## config.mk

```make
export PLATFORM = sky130hd
export DESIGN_NAME = fetch_prefetch_queue
export DESIGN_NICKNAME = d
export VERILOG_FILES = /design/src/rtl/fetch_pkg.sv /design/src/rtl/fetch_fifo.sv /design/src/rtl/fetch_prefetch_queue.sv
export SDC_FILE = /design/constraint.sdc
export NUM_CORES = 1
export LEC_CHECK = 0
export CAP_MARGIN = 20
export CORE_MARGIN = 2
export CORE_UTILIZATION = 25
export CTS_CLUSTER_DIAMETER = 80
export DETAILED_ROUTE_END_ITERATION = 7
export PLACE_DENSITY = 0.43
export SLEW_MARGIN = 20
export SYNTH_ARGS = -nofsm -noshare
export SYNTH_HDL_FRONTEND = slang
export SYNTH_SLANG_ARGS = --single-unit
```

## constraint.sdc

```tcl
create_clock -name clk -period 3.9 [get_ports clk]
set_clock_uncertainty 0.1 [all_clocks]
set_input_delay 0.78 -clock clk [delete_from_list [all_inputs] [get_ports clk]]
set_output_delay 0.78 -clock clk [all_outputs]
set_load 0.05 [all_outputs]
```

## src/rtl/fetch_pkg.sv

```systemverilog
// Shared types and constants for the instruction fetch front-end.
package fetch_pkg;
  localparam logic [31:0] NOP_INSTR = 32'h0;
  localparam logic [31:0] PC_INC    = 32'd4;

  typedef enum logic [1:0] {
    IDLE,
    WAIT,
    DRAIN
  } fetch_state_t;

  typedef struct packed {
    logic [31:0] instr;
    logic [31:0] pcinc;
  } fetch_entry_t;
endpackage

```

## src/rtl/fetch_fifo.sv

```systemverilog
// DEPTH-entry prefetch queue of {instr, pcinc}; head is read combinationally from the array.
module fetch_fifo import fetch_pkg::*; #(
  parameter int DEPTH = 4
) (
  input  logic                     clk,
  input  logic                     reset,
  input  logic                     push,
  input  logic                     pop,
  input  logic                     flush,
  input  fetch_entry_t             wr_data,
  output fetch_entry_t             head,
  output logic [$clog2(DEPTH):0]   count
);
  localparam int AW = $clog2(DEPTH);
  localparam logic [AW:0] FULL = (AW+1)'(DEPTH);

  fetch_entry_t mem [DEPTH];
  logic [AW-1:0] wr_ptr, rd_ptr;
  logic push_ok, pop_ok;

  assign push_ok = push && !flush && (count != FULL);
  assign pop_ok  = pop && !flush && (count != '0);

  always_ff @(posedge clk or negedge reset) begin
    if (!reset) begin
      wr_ptr <= '0;
      rd_ptr <= '0;
      count  <= '0;
    end else if (flush) begin
      wr_ptr <= '0;
      rd_ptr <= '0;
      count  <= '0;
    end else begin
      if (push_ok) wr_ptr <= wr_ptr + 1'b1;
      if (pop_ok)  rd_ptr <= rd_ptr + 1'b1;
      case ({push_ok, pop_ok})
        2'b10:   count <= count + 1'b1;
        2'b01:   count <= count - 1'b1;
        default: count <= count;
      endcase
    end
  end

  // Data array needs no reset: the top gates head with the count.
  always_ff @(posedge clk) begin
    if (push_ok) mem[wr_ptr] <= wr_data;
  end

  assign head = mem[rd_ptr];
endmodule

```

## src/rtl/fetch_prefetch_queue.sv

```systemverilog
// Fetch PC owner and single-outstanding imem requester feeding IF/ID through a prefetch queue.
// Optional FETCH_BYPASS_EN forwards a response straight to out_* when the queue is empty.
//  state | meaning
//  IDLE  | nothing outstanding
//  WAIT  | request outstanding, response will be kept
//  DRAIN | request outstanding, response will be discarded
module fetch_prefetch_queue import fetch_pkg::*; #(
  parameter int          DEPTH    = 4,
  parameter logic [31:0] RESET_PC = 32'h0000_0000
) (
  input  logic        clk,
  input  logic        reset,
  input  logic        redirect,
  input  logic [31:0] redirect_pc,
  input  logic        stall,
  output logic        imem_req,
  output logic [31:0] imem_addr,
  input  logic        imem_valid,
  input  logic [31:0] imem_rdata,
  output logic        out_valid,
  output logic [31:0] out_instr,
  output logic [31:0] out_pcinc
);
  localparam int CW = $clog2(DEPTH) + 1;
  localparam logic [CW-1:0] DEPTH_C = CW'(DEPTH);

  fetch_state_t  state, state_nxt;
  logic [31:0]   fpc, fpc_nxt, req_addr, req_addr_nxt;
  logic [CW-1:0] count, count_after;
  logic          q_empty, rsp, bypass, push, pop, flush;
  fetch_entry_t  head, push_entry;

  assign q_empty = (count == '0);
  assign rsp     = (state == WAIT) && imem_valid;

`ifdef FETCH_BYPASS_EN
  assign bypass = rsp && q_empty && !redirect && !stall;
`else
  assign bypass = 1'b0;
`endif

  assign push        = rsp && !redirect && !bypass;
  assign pop         = !q_empty && !stall && !redirect;
  assign flush       = redirect && (state != DRAIN);
  assign count_after = count + CW'(push) - CW'(pop);
  assign push_entry  = '{instr: imem_rdata, pcinc: fpc + PC_INC};

  fetch_fifo #(.DEPTH(DEPTH)) u_fifo (
    .clk     (clk),
    .reset   (reset),
    .push    (push),
    .pop     (pop),
    .flush   (flush),
    .wr_data (push_entry),
    .head    (head),
    .count   (count)
  );

  always_ff @(posedge clk or negedge reset) begin
    if (!reset) begin
      state    <= IDLE;
      fpc      <= RESET_PC;
      req_addr <= RESET_PC;
    end else begin
      state    <= state_nxt;
      fpc      <= fpc_nxt;
      req_addr <= req_addr_nxt;
    end
  end

  always_comb begin
    state_nxt    = state;
    fpc_nxt      = fpc;
    req_addr_nxt = req_addr;
    case (state)
      IDLE: begin
        if (redirect) begin
          fpc_nxt = redirect_pc;
        end else if (count < DEPTH_C) begin
          state_nxt    = WAIT;
          req_addr_nxt = fpc;
        end
      end
      WAIT: begin
        if (redirect) begin
          fpc_nxt   = redirect_pc;
          state_nxt = imem_valid ? IDLE : DRAIN;
        end else if (imem_valid) begin
          fpc_nxt = fpc + PC_INC;
          // Chain the next request only if it cannot overfill the queue.
          if (count_after < DEPTH_C) req_addr_nxt = fpc + PC_INC;
          else                       state_nxt    = IDLE;
        end
      end
      DRAIN: begin
        if (redirect)   fpc_nxt   = redirect_pc;
        if (imem_valid) state_nxt = IDLE;
      end
      default: state_nxt = IDLE;
    endcase
  end

  assign imem_req  = (state != IDLE);
  assign imem_addr = req_addr;

  always_comb begin
    out_valid = 1'b0;
    out_instr = NOP_INSTR;
    out_pcinc = '0;
    if (bypass) begin
      out_valid = 1'b1;
      out_instr = imem_rdata;
      out_pcinc = fpc + PC_INC;
    end else if (!q_empty) begin
      out_valid = 1'b1;
      out_instr = head.instr;
      out_pcinc = head.pcinc;
    end
  end
endmodule

```

==> out/results.ini, run 1 <==
[status]
status = finished, final reports clean

[clock_tree]
cts_sinks = 329
cts_tree = built
clkLatencyLatePin_ps = 540
cts-buffers-inserted = 39
clkSlewWorstSetupHoldPaths_ps = 50
ctsHtreeMaxLevel = 2
cts-root-buf = clkbuf_16
clockBufferDepth = 3

[timing]
fin_crit_sh_pct = 95.8
fin_crit_ps = 3740
drv_slew = 0
tns_ps = 0
rsz0062_at_grt = false
tightest_slew_ps = 867
hold_viol = 0
timing.fmax_mhz = 268
final-setup-viol-count = 0
relSlewSlack_pct = 42.2
whs_ps = 249
setup_ws_ps = 164

[global_route]
grt_pass1_wl_mm = 57.7
antenna_found_initial = 1
grt_max_degree = 66
grt_use_total_pct = 13.0
first_global_vias = 8630
grt_overflow = 0

[synth]
synth_cell_type_count = 51
synth_top_cell_by_area = edfxtp_1
syn_inst = 923
syn_avg_cell_area_sq_um = 15.5
syn-cell-area_sq_um = 14300
syn_nets = 1000
ys_ff_latch = 329
yosysSeqAreaShare_pct = 66.4
synth_edf_count = 256
yosysMostFrequentCell = edfxtp_1
synth_flop_cell = edfxtp_1
synth_area_leaders = edfxtp_1 (54%), dfrtp_1 (13%), mux4_2 (10%)
async_flop_share_pct = 22.2
yosysWarnings = 0
synth_top_cells_by_count = edfxtp_1 (256), dfrtp_1 (73), nor2b_1 (67), mux4_2 (64)
yosysTopAreaCellShare_pct = 53.7

[worst_setup_path]
cp-start-kind = flip-flop
worstSetupPathType = reg2out
critPathCaptureType = output port
reg2reg_slack_ps = 580
crit_chain = buf_4 -> mux4_2 -> nor2b_1 -> clkdlybuf4s50_1
rr_startpoint = u_fifo.count[2]
crit_family = buffers and inverters
worstPathMaxFanout = 13
cpMaxStageDelayCell = clkdlybuf4s50_1
timing.rr.end = imem_addr[17]
crit_buf_inv = 2
slowest_delay_ps = 710
crit_required_ps = 3020
reg2reg_depth = 12
crit_arrival_ps = 2860

[place]
dp_slack_ps = -1.11
portBuffers = 166
place_hpwl_mm = 25.3
routabilityCongestion = 0.764

[detailed_routing]
routed_wl_mm = 38.2
ant_nets = 0
dr.first_iter.drc_count = 524
drt_pass1_iterations = 5
via_per_inst = 4.47
drc = 0
vias = 8428
wl_per_cell_microns = 20.3

[die]
die-area_sq_um = 59200
die_x_microns = 243
die_h_microns = 243
start_util_pct = 25.4
rows = 87
core-area_sq_um = 56500
io_pins = 167

[cells_and_area]
drive_gt1_share_pct = 19.5
areaGrowthSynthToFinish_pct = 28.3
fill_cells = 5502
num_antenna_cells = 0
nets = 1177

[power]
ir_worst_vdd_uv = 427
p_leak_nw = 6.04
power.total_mw = 14.7
powerDensity_nw_per_um2 = 799

[min_path]
hp-class = in2async

[job]
cap_violations = 0

[kinds of logic after synthesis]
group | Yosys count | synth area share [%]
flip-flops | 329 | 66.4
AND/OR/NAND/NOR | 247 | 9.67
AO/OA/AOI/OAI | 98 | 4.35
multiplexers | 98 | 12.7
buffers and inverters | 81 | 2.29
XOR/XNOR | 62 | 3.79
adder cells (fa/ha/maj) | 8 | 0.751
[metrics by stage]
stage               utilization [%]  cell area, sq um  std cells
global placement               30.4             17100       1815
CTS                            32.5             18400       1885
finish                         32.5             18400       1885
detailed placement             30.4             17100       1815
floorplan                         -             14300        923
global route                   32.5             18400       1885
[worst max path at each step]
stage,slack [ps],depth (start not counted),start,endpoint
2_1_floorplan,280,3,redirect,u_fifo.mem[1][0]
3_3_place_gp,5,12,redirect,imem_addr[22]
3_5_place_dp,-1,12,redirect,imem_addr[13]
4_1_cts,30,4,u_fifo.rd_ptr[0],out_pcinc[28]
5_1_grt,20,4,u_fifo.rd_ptr[0],out_pcinc[4]
6_report,160,4,u_fifo.rd_ptr[0],out_pcinc[5]
[timing repair]
action / in CTS / in global routing
gates resized for setup: 0 / 2
endpoints found under the setup margin: 0 / 2
hold buffers: 0 / 0
setup buffers: 0 / 0
endpoints found under the hold margin: 0 / 0
[cells in the final DEF, fill, tap and decap left out, types with 5 or more instances in the layout]
| master | synthesis | routed |
|---|---|---|
| a21oi_1 | 31 | 31 |
| a2bb2oi_1 | 8 | 8 |
| a32oi_1 | 5 | 5 |
| and2_1 | 9 | 5 |
| and4_1 | 6 | 6 |
| buf_12 | 0 | 15 |
| buf_4 | 0 | 35 |
| clkbuf_1 | 45 | 10 |
| clkbuf_16 | 0 | 42 |
| clkdlybuf4s50_1 | 0 | 153 |
| clkinv_2 | 0 | 6 |
| dfrtp_1 | 73 | 71 |
| edfxtp_1 | 256 | 256 |
| ha_1 | 7 | 7 |
| inv_1 | 12 | 12 |
| mux2_2 | 34 | 34 |
| mux4_2 | 64 | 64 |
| nand2_1 | 40 | 40 |
| nand3_1 | 33 | 33 |
| nand4_1 | 16 | 16 |
| nor2_1 | 32 | 32 |
| nor2b_1 | 67 | 66 |
| nor3_1 | 12 | 11 |
| nor4_1 | 8 | 8 |
| o21ai_0 | 18 | 17 |
| o22ai_1 | 12 | 12 |
| xnor2_1 | 45 | 45 |
| xor2_1 | 17 | 17 |
[where the power goes]
group,internal (mW),switching (mW)
sequential,4.41,0.561
combinational,2.31,3.94
clock,2.04,1.43
[state kept, by name, indices dropped and copies added, names as in the netlist]
name           cells
state              2
u_fifo.mem       256
imem_addr         32
u_fifo.rd_ptr      2
u_fifo.count       3
fpc               32
u_fifo.wr_ptr      2
[layout make-up]
cell class	instances	area, sq um	area share, %
Tap cell	756	946	5.15
Timing Repair Buffer	205	2120	11.5
Inverter	12	45.0	0.245
Sequential cell	329	9520	51.8
Clock inverter	14	87.6	0.476
Multi-Input combinational cell	513	4520	24.6
Clock buffer	56	1140	6.22
[layer usage]
metal	track usage (%)	vias to the layer above	part of all wire (%)
li1	-	3890	-
met1	19.0	4313	49
met2	19.4	181	45
met3	2.99	44	4.6
met4	3.00	0	1.5
met5	0	-	0
(Power assumes the default switching activity.)
==> run 2: changes to the inputs <==
--- a/config.mk
+++ b/config.mk
@@ -11,6 +11,7 @@
 export CTS_CLUSTER_DIAMETER = 80
 export DETAILED_ROUTE_END_ITERATION = 7
 export PLACE_DENSITY = 0.43
+export REMOVE_ABC_BUFFERS = 1
 export SLEW_MARGIN = 20
 export SYNTH_ARGS = -nofsm -noshare
 export SYNTH_HDL_FRONTEND = slang
==> out/results.ini, run 2 (synthesis results as in run 1) <==
[worst_setup_path]
worstPathMaxFanout = 24  ; was 13
startpoint = u_fifo.rd_ptr[0]  ; unchanged
worstSetupPathType = reg2out  ; unchanged
critPathCaptureType = output port  ; unchanged
crit_required_ps = 3020  ; about the same
timing.rr.end = imem_addr[10]  ; was imem_addr[17]
reg2reg_slack_ps = 640  ; was 580 ps
crit_chain = buf_12 -> mux4_2 -> nor2b_1 -> clkdlybuf4s50_1  ; was buf_4 -> mux4_2 -> nor2b_1 -> clkdlybuf4s50_1
cp-endpoint = out_instr[14]  ; was out_pcinc[5]
reg2reg_depth = 12  ; unchanged
crit_arrival_ps = 2850  ; was 2860 ps
cp-start-kind = flip-flop  ; unchanged
cpMaxStageDelayCell = clkdlybuf4s50_1  ; unchanged
rr_startpoint = u_fifo.count[2]  ; unchanged
slowest_delay_ps = 710  ; about the same

[min_path]
hp-class = in2async  ; unchanged

[die]
die-area_sq_um = 59200  ; unchanged
rows = 87  ; unchanged
core-area_sq_um = 56500  ; unchanged
io_pins = 167  ; unchanged
start_util_pct = 25.4  ; unchanged
die_h_microns = 243  ; unchanged
die_x_microns = 243  ; unchanged

[cells_and_area]
largest_register_ff_count = 256  ; unchanged
mostFrequentLayoutCells = edfxtp_1 (256), clkdlybuf4s50_1 (147), dfrtp_1 (71)  ; was edfxtp_1 (256), clkdlybuf4s50_1 (153), dfrtp_1 (71)
fill_cells = 5501  ; was 5,502
drive_gt1_share_pct = 19.6  ; was 19.5%
nets = 1170  ; was 1,177
areaGrowthSynthToFinish_pct = 27.7  ; was 28.3%
largest_register = u_fifo.mem  ; unchanged
layout.cells.most_common = edfxtp_1  ; unchanged
num_antenna_cells = 0  ; unchanged

[detailed_routing]
ant_nets = 0  ; unchanged
via_per_inst = 4.49  ; was 4.47
vias = 8423  ; was 8,428
drc = 0  ; unchanged
dr.first_iter.drc_count = 498  ; was 524
routed_wl_mm = 39.4  ; was 38.2 mm
drt_pass1_iterations = 5  ; unchanged
wl_per_cell_microns = 21.0  ; was 20.3 microns

[timing]
timing.fmax_mhz = 268  ; about the same
tns_ps = 0  ; unchanged
tightest_slew_ps = 893  ; was 867 ps
fin_crit_sh_pct = 95.7  ; was 95.8%
fin_crit_ps = 3730  ; was 3740 ps
rsz0062_at_grt = false  ; unchanged
hold_viol = 0  ; unchanged
drv_slew = 0  ; unchanged
final-setup-viol-count = 0  ; unchanged
whs_ps = 261  ; was 249 ps
relSlewSlack_pct = 39.9  ; was 42.2%
setup_ws_ps = 168  ; was 164 ps

[clock_tree]
ctsHtreeMaxLevel = 2  ; unchanged
cts_sinks = 329  ; unchanged
cts.hold.buffers_added = 0  ; unchanged
post_cts_buffers = 0  ; unchanged
clkLatencyLatePin_ps = 550  ; was 540 ps
clkSlewWorstSetupHoldPaths_ps = 60  ; was 50 ps
cts_resized = 0  ; unchanged
cts-root-buf = clkbuf_16  ; unchanged
cts-buffers-inserted = 40  ; was 39
clockBufferDepth = 3  ; unchanged
cts_tree = built  ; unchanged

[power]
power_frac_seq_pct = 33.7  ; was 33.8%
ir_worst_vdd_uv = 537  ; was 427 uV
switchingPower_mw = 5.94  ; was 5.93 mW
p_comb_share_pct = 42.0  ; was 42.5%
p_clk_share_pct = 24.3  ; was 23.6%
power.total_mw = 14.8  ; was 14.7 mW
powerDensity_nw_per_um2 = 809  ; was 799 nW/um^2
switching_share_pct = 40.1  ; was 40.4%
p_leak_nw = 5.99  ; was 6.04 nW
internal_power_mw = 8.86  ; was 8.76 mW

[job]
cap_violations = 0  ; unchanged

[global_route]
grt_use_total_pct = 13.3  ; was 13.0%
first_global_vias = 8717  ; was 8,630
groute.layer.met3.usage_pct = 2.58  ; was 2.99%
grt_max_degree = 66  ; unchanged
grt_overflow = 0  ; unchanged
antenna_found_initial = 0  ; was 1
met1_usage_pct = 18.5  ; was 19.0%
grt_pass1_wl_mm = 58.5  ; was 57.7 mm
gr-usage-met2_pct = 21.0  ; was 19.4%
grt-busiest-layer = met2  ; unchanged

[place]
place_hpwl_mm = 24.5  ; was 25.3 mm
routabilityCongestion = 0.728  ; was 0.764
portBuffers = 166  ; unchanged
dp_slack_ps = 64.8  ; was -1.11 ps

[status]
status = finished, final reports clean  ; unchanged

## run 2: how the worst min path moves through the flow
stage / endpoint / slack, ps / cells after the start
2_1_floorplan: fpc[0] / 380 / 0
3_3_place_gp: imem_addr[21] / 390 / 1
3_5_place_dp: imem_addr[19] / 400 / 1
4_1_cts: fpc[19] / 270 / 1
5_1_grt: state[0] / 320 / 1
6_report: state[0] / 260 / 1
## run 2: worst max-delay path, delay by kind of cell (launching register included)
kind,cells,cell delay [ps]
buf+inv,2,970
flops,1,590
mux,1,550
simple gates,1,150
## run 2: final cells by class
| cell class | instances | area [sq um] | share of cell area [%] |
|---|---|---|---|
| Clock buffer | 54 | 1100 | 6.04 |
| Clock inverter | 16 | 153 | 0.835 |
| Inverter | 12 | 45.0 | 0.246 |
| Multi-Input combinational cell | 513 | 4520 | 24.7 |
| Timing Repair Buffer | 197 | 2000 | 10.9 |
| Tap cell | 756 | 946 | 5.17 |
| Sequential cell | 329 | 9520 | 52.1 |
## run 2: layer usage
metal	vias up	wire, microns
met5	-	0
met4	0	809
met3	52	1830
met2	176	18300
met1	4320	18500
li1	3875	-
## run 2: per-stage QoR
step | util, % | cells | instance area (sq um)
4_1_cts | 32.4 | 1877 | 18300
3_5_place_dp | 30.1 | 1807 | 17000
6_report | 32.4 | 1877 | 18300
3_3_place_gp | 30.1 | 1807 | 17000
5_1_grt | 32.4 | 1877 | 18300
2_1_floorplan | - | 854 | 14000
## run 2: power groups by stage
stage	clock network (mW)	logic [mW]	registers (mW)
3_3_place_gp	0	6.30	5.07
5_1_grt	3.85	6.61	5.08
4_1_cts	3.73	6.36	5.01
2_1_floorplan	0	3.32	5.51
6_report	3.59	6.22	4.99
3_5_place_dp	0	6.34	5.07
==> run 3: changes to the inputs <==
--- a/config.mk
+++ b/config.mk
@@ -6,7 +6,7 @@
 export NUM_CORES = 1
 export LEC_CHECK = 0
 export CAP_MARGIN = 20
-export CORE_MARGIN = 2
+export CORE_MARGIN = 3
 export CORE_UTILIZATION = 25
 export CTS_CLUSTER_DIAMETER = 80
 export DETAILED_ROUTE_END_ITERATION = 7
==> out/results.ini, run 3 (synthesis results as in run 1) <==
[worst_setup_path]
slowest_delay_ps = 750  ; was 710 ps
crit_arrival_ps = 2830  ; was 2850 ps
cpMaxStageDelayCell = clkdlybuf4s50_1  ; unchanged
crit_buf_inv = 2  ; unchanged
reg2reg_slack_ps = 690  ; was 640 ps
rr_startpoint = u_fifo.count[2]  ; unchanged
crit_family = buffers and inverters  ; unchanged
critPathCaptureType = output port  ; unchanged
cp-start-kind = flip-flop  ; unchanged
timing.rr.end = imem_addr[16]  ; was imem_addr[10]
worstPathMaxFanout = 11  ; was 24
reg2reg_depth = 12  ; unchanged
worstSetupPathType = reg2out  ; unchanged
crit_required_ps = 3020  ; about the same
crit_chain = buf_12 -> mux4_2 -> nor2b_1 -> clkdlybuf4s50_1  ; unchanged

[cells_and_area]
regArea_sq_um = 9520  ; unchanged
areaGrowthSynthToFinish_pct = 28.8  ; was 27.7%
largest_register = u_fifo.mem  ; unchanged
num_antenna_cells = 0  ; unchanged
layout.cells.most_common = edfxtp_1  ; unchanged
fill_cells = 5530  ; was 5,501
mostFrequentLayoutCells = edfxtp_1 (256), clkdlybuf4s50_1 (164), dfrtp_1 (71)  ; was edfxtp_1 (256), clkdlybuf4s50_1 (147), dfrtp_1 (71)
largest_register_ff_count = 256  ; unchanged
drive_gt1_share_pct = 19.2  ; was 19.6%
multi_input_area_sq_um = 4520  ; unchanged
nets = 1177  ; was 1,170

[detailed_routing]
vias = 8431  ; was 8,423
wl_per_cell_microns = 21.1  ; was 21.0 microns
via_per_inst = 4.47  ; was 4.49
dr.first_iter.drc_count = 562  ; was 498
ant_nets = 0  ; unchanged
drc = 0  ; unchanged
routed_wl_mm = 39.7  ; was 39.4 mm
drt_pass1_iterations = 4  ; was 5

[global_route]
first_global_vias = 8808  ; was 8,717
grt_use_total_pct = 13.3  ; about the same
grt_overflow = 0  ; unchanged
grt_pass1_wl_mm = 59.2  ; was 58.5 mm
antenna_found_initial = 0  ; unchanged
grt_max_degree = 66  ; unchanged

[timing]
final-setup-viol-count = 0  ; unchanged
tightest_slew_ps = 911  ; was 893 ps
drv_slew = 0  ; unchanged
hold_viol = 0  ; unchanged
whs_ps = 254  ; was 261 ps
fin_crit_ps = 3710  ; was 3730 ps
timing.fmax_mhz = 270  ; was 268 MHz
fin_crit_sh_pct = 95.1  ; was 95.7%
relSlewSlack_pct = 39.0  ; was 39.9%
rsz0062_at_grt = false  ; unchanged

[power]
ir_worst_vdd_uv = 400  ; was 537 uV
powerDensity_nw_per_um2 = 809  ; about the same
power.total_mw = 14.9  ; was 14.8 mW
p_leak_nw = 6.01  ; was 5.99 nW

[clock_tree]
clockBufferDepth = 3  ; unchanged
cts_tree = built  ; unchanged
clkLatencyLatePin_ps = 550  ; about the same
cts_sinks = 329  ; unchanged
cts-buffers-inserted = 41  ; was 40
ctsHtreeMaxLevel = 2  ; unchanged
cts-root-buf = clkbuf_16  ; unchanged
clkSlewWorstSetupHoldPaths_ps = 50  ; was 60 ps

[status]
status = finished, final reports clean  ; unchanged

[min_path]
hp-class = in2async  ; unchanged

[place]
portBuffers = 166  ; unchanged
place_hpwl_mm = 25.5  ; was 24.5 mm
routabilityCongestion = 0.734  ; was 0.728

[die]
io_pins = 167  ; unchanged
die_h_microns = 245  ; was 243 microns
die-area_sq_um = 60200  ; was 59,200 sq um
die_x_microns = 245  ; was 243 microns
rows = 87  ; unchanged
start_util_pct = 25.4  ; unchanged
core-area_sq_um = 56500  ; unchanged

[job]
cap_violations = 0  ; unchanged

## run 3: layer usage
metal	global-route usage, %	share of wire (%)	wire [microns]	up-vias
met5	0	0	0	-
met4	3.18	1.8	731	0
met3	3.07	6.1	2430	46
met2	20.8	46	18400	185
met1	18.6	46	18200	4309
li1	-	-	-	3891
## run 3: worst reg2reg max path, cell delays in order (launching register included)
cell and delay [ps]:
dfrtp_1 550, nor3_2 140, or3_1 350, inv_1 90, ha_1 140, inv_1 40
ha_1 250, nor2b_1 140, or3_1 320, a211oi_1 230, o21bai_4 230, buf_12 190
mux2_2 340
## run 3: timing repair
action | in CTS | in global routing
gates resized for setup | 0 | 0
hold buffers | 0 | 0
setup buffers | 1 | 2
setup endpoints to repair | 50 | 5
## run 3: area by class of cell
class	instances	area share [%]
inverter	12	0.244
clock buffer	48	5.98
multi-input combinational	513	24.5
clock inverter	27	1.01
timing repair buffer	203	11.5
tap	756	5.13
sequential	329	51.6
## run 3: metrics by stage
stage          setup TNS, ps  util [%]  area [sq um]  instances  setup WS, ps
6_report                   0      32.7         18400       1888           192
2_1_floorplan        -239200         -         14000        854         -3510
3_5_place_dp               0      30.3         17100       1810          94.1
4_1_cts                    0      32.6         18400       1886          17.7
3_3_place_gp               0      30.3         17100       1810           103
5_1_grt                    0      32.7         18400       1888          53.4
## run 3: power by group
group	internal (mW)	total, mW	switching [mW]
logic	2.35	6.34	3.99
clock network	2.10	3.61	1.51
registers	4.41	4.97	0.555
## run 3: worst max path at each step
stage / endpoint / cells past startpoint / slack, ps / from
final: out_pcinc[14] / 4 / 190 / u_fifo.rd_ptr[0]
after global routing: out_instr[9] / 4 / 50 / u_fifo.rd_ptr[0]
after CTS: out_instr[9] / 4 / 20 / u_fifo.rd_ptr[0]
after detailed placement: imem_addr[16] / 12 / 90 / redirect
after global placement: imem_addr[17] / 12 / 100 / redirect
after floorplan: imem_addr[0] / 11 / -3510 / u_fifo.count[1]
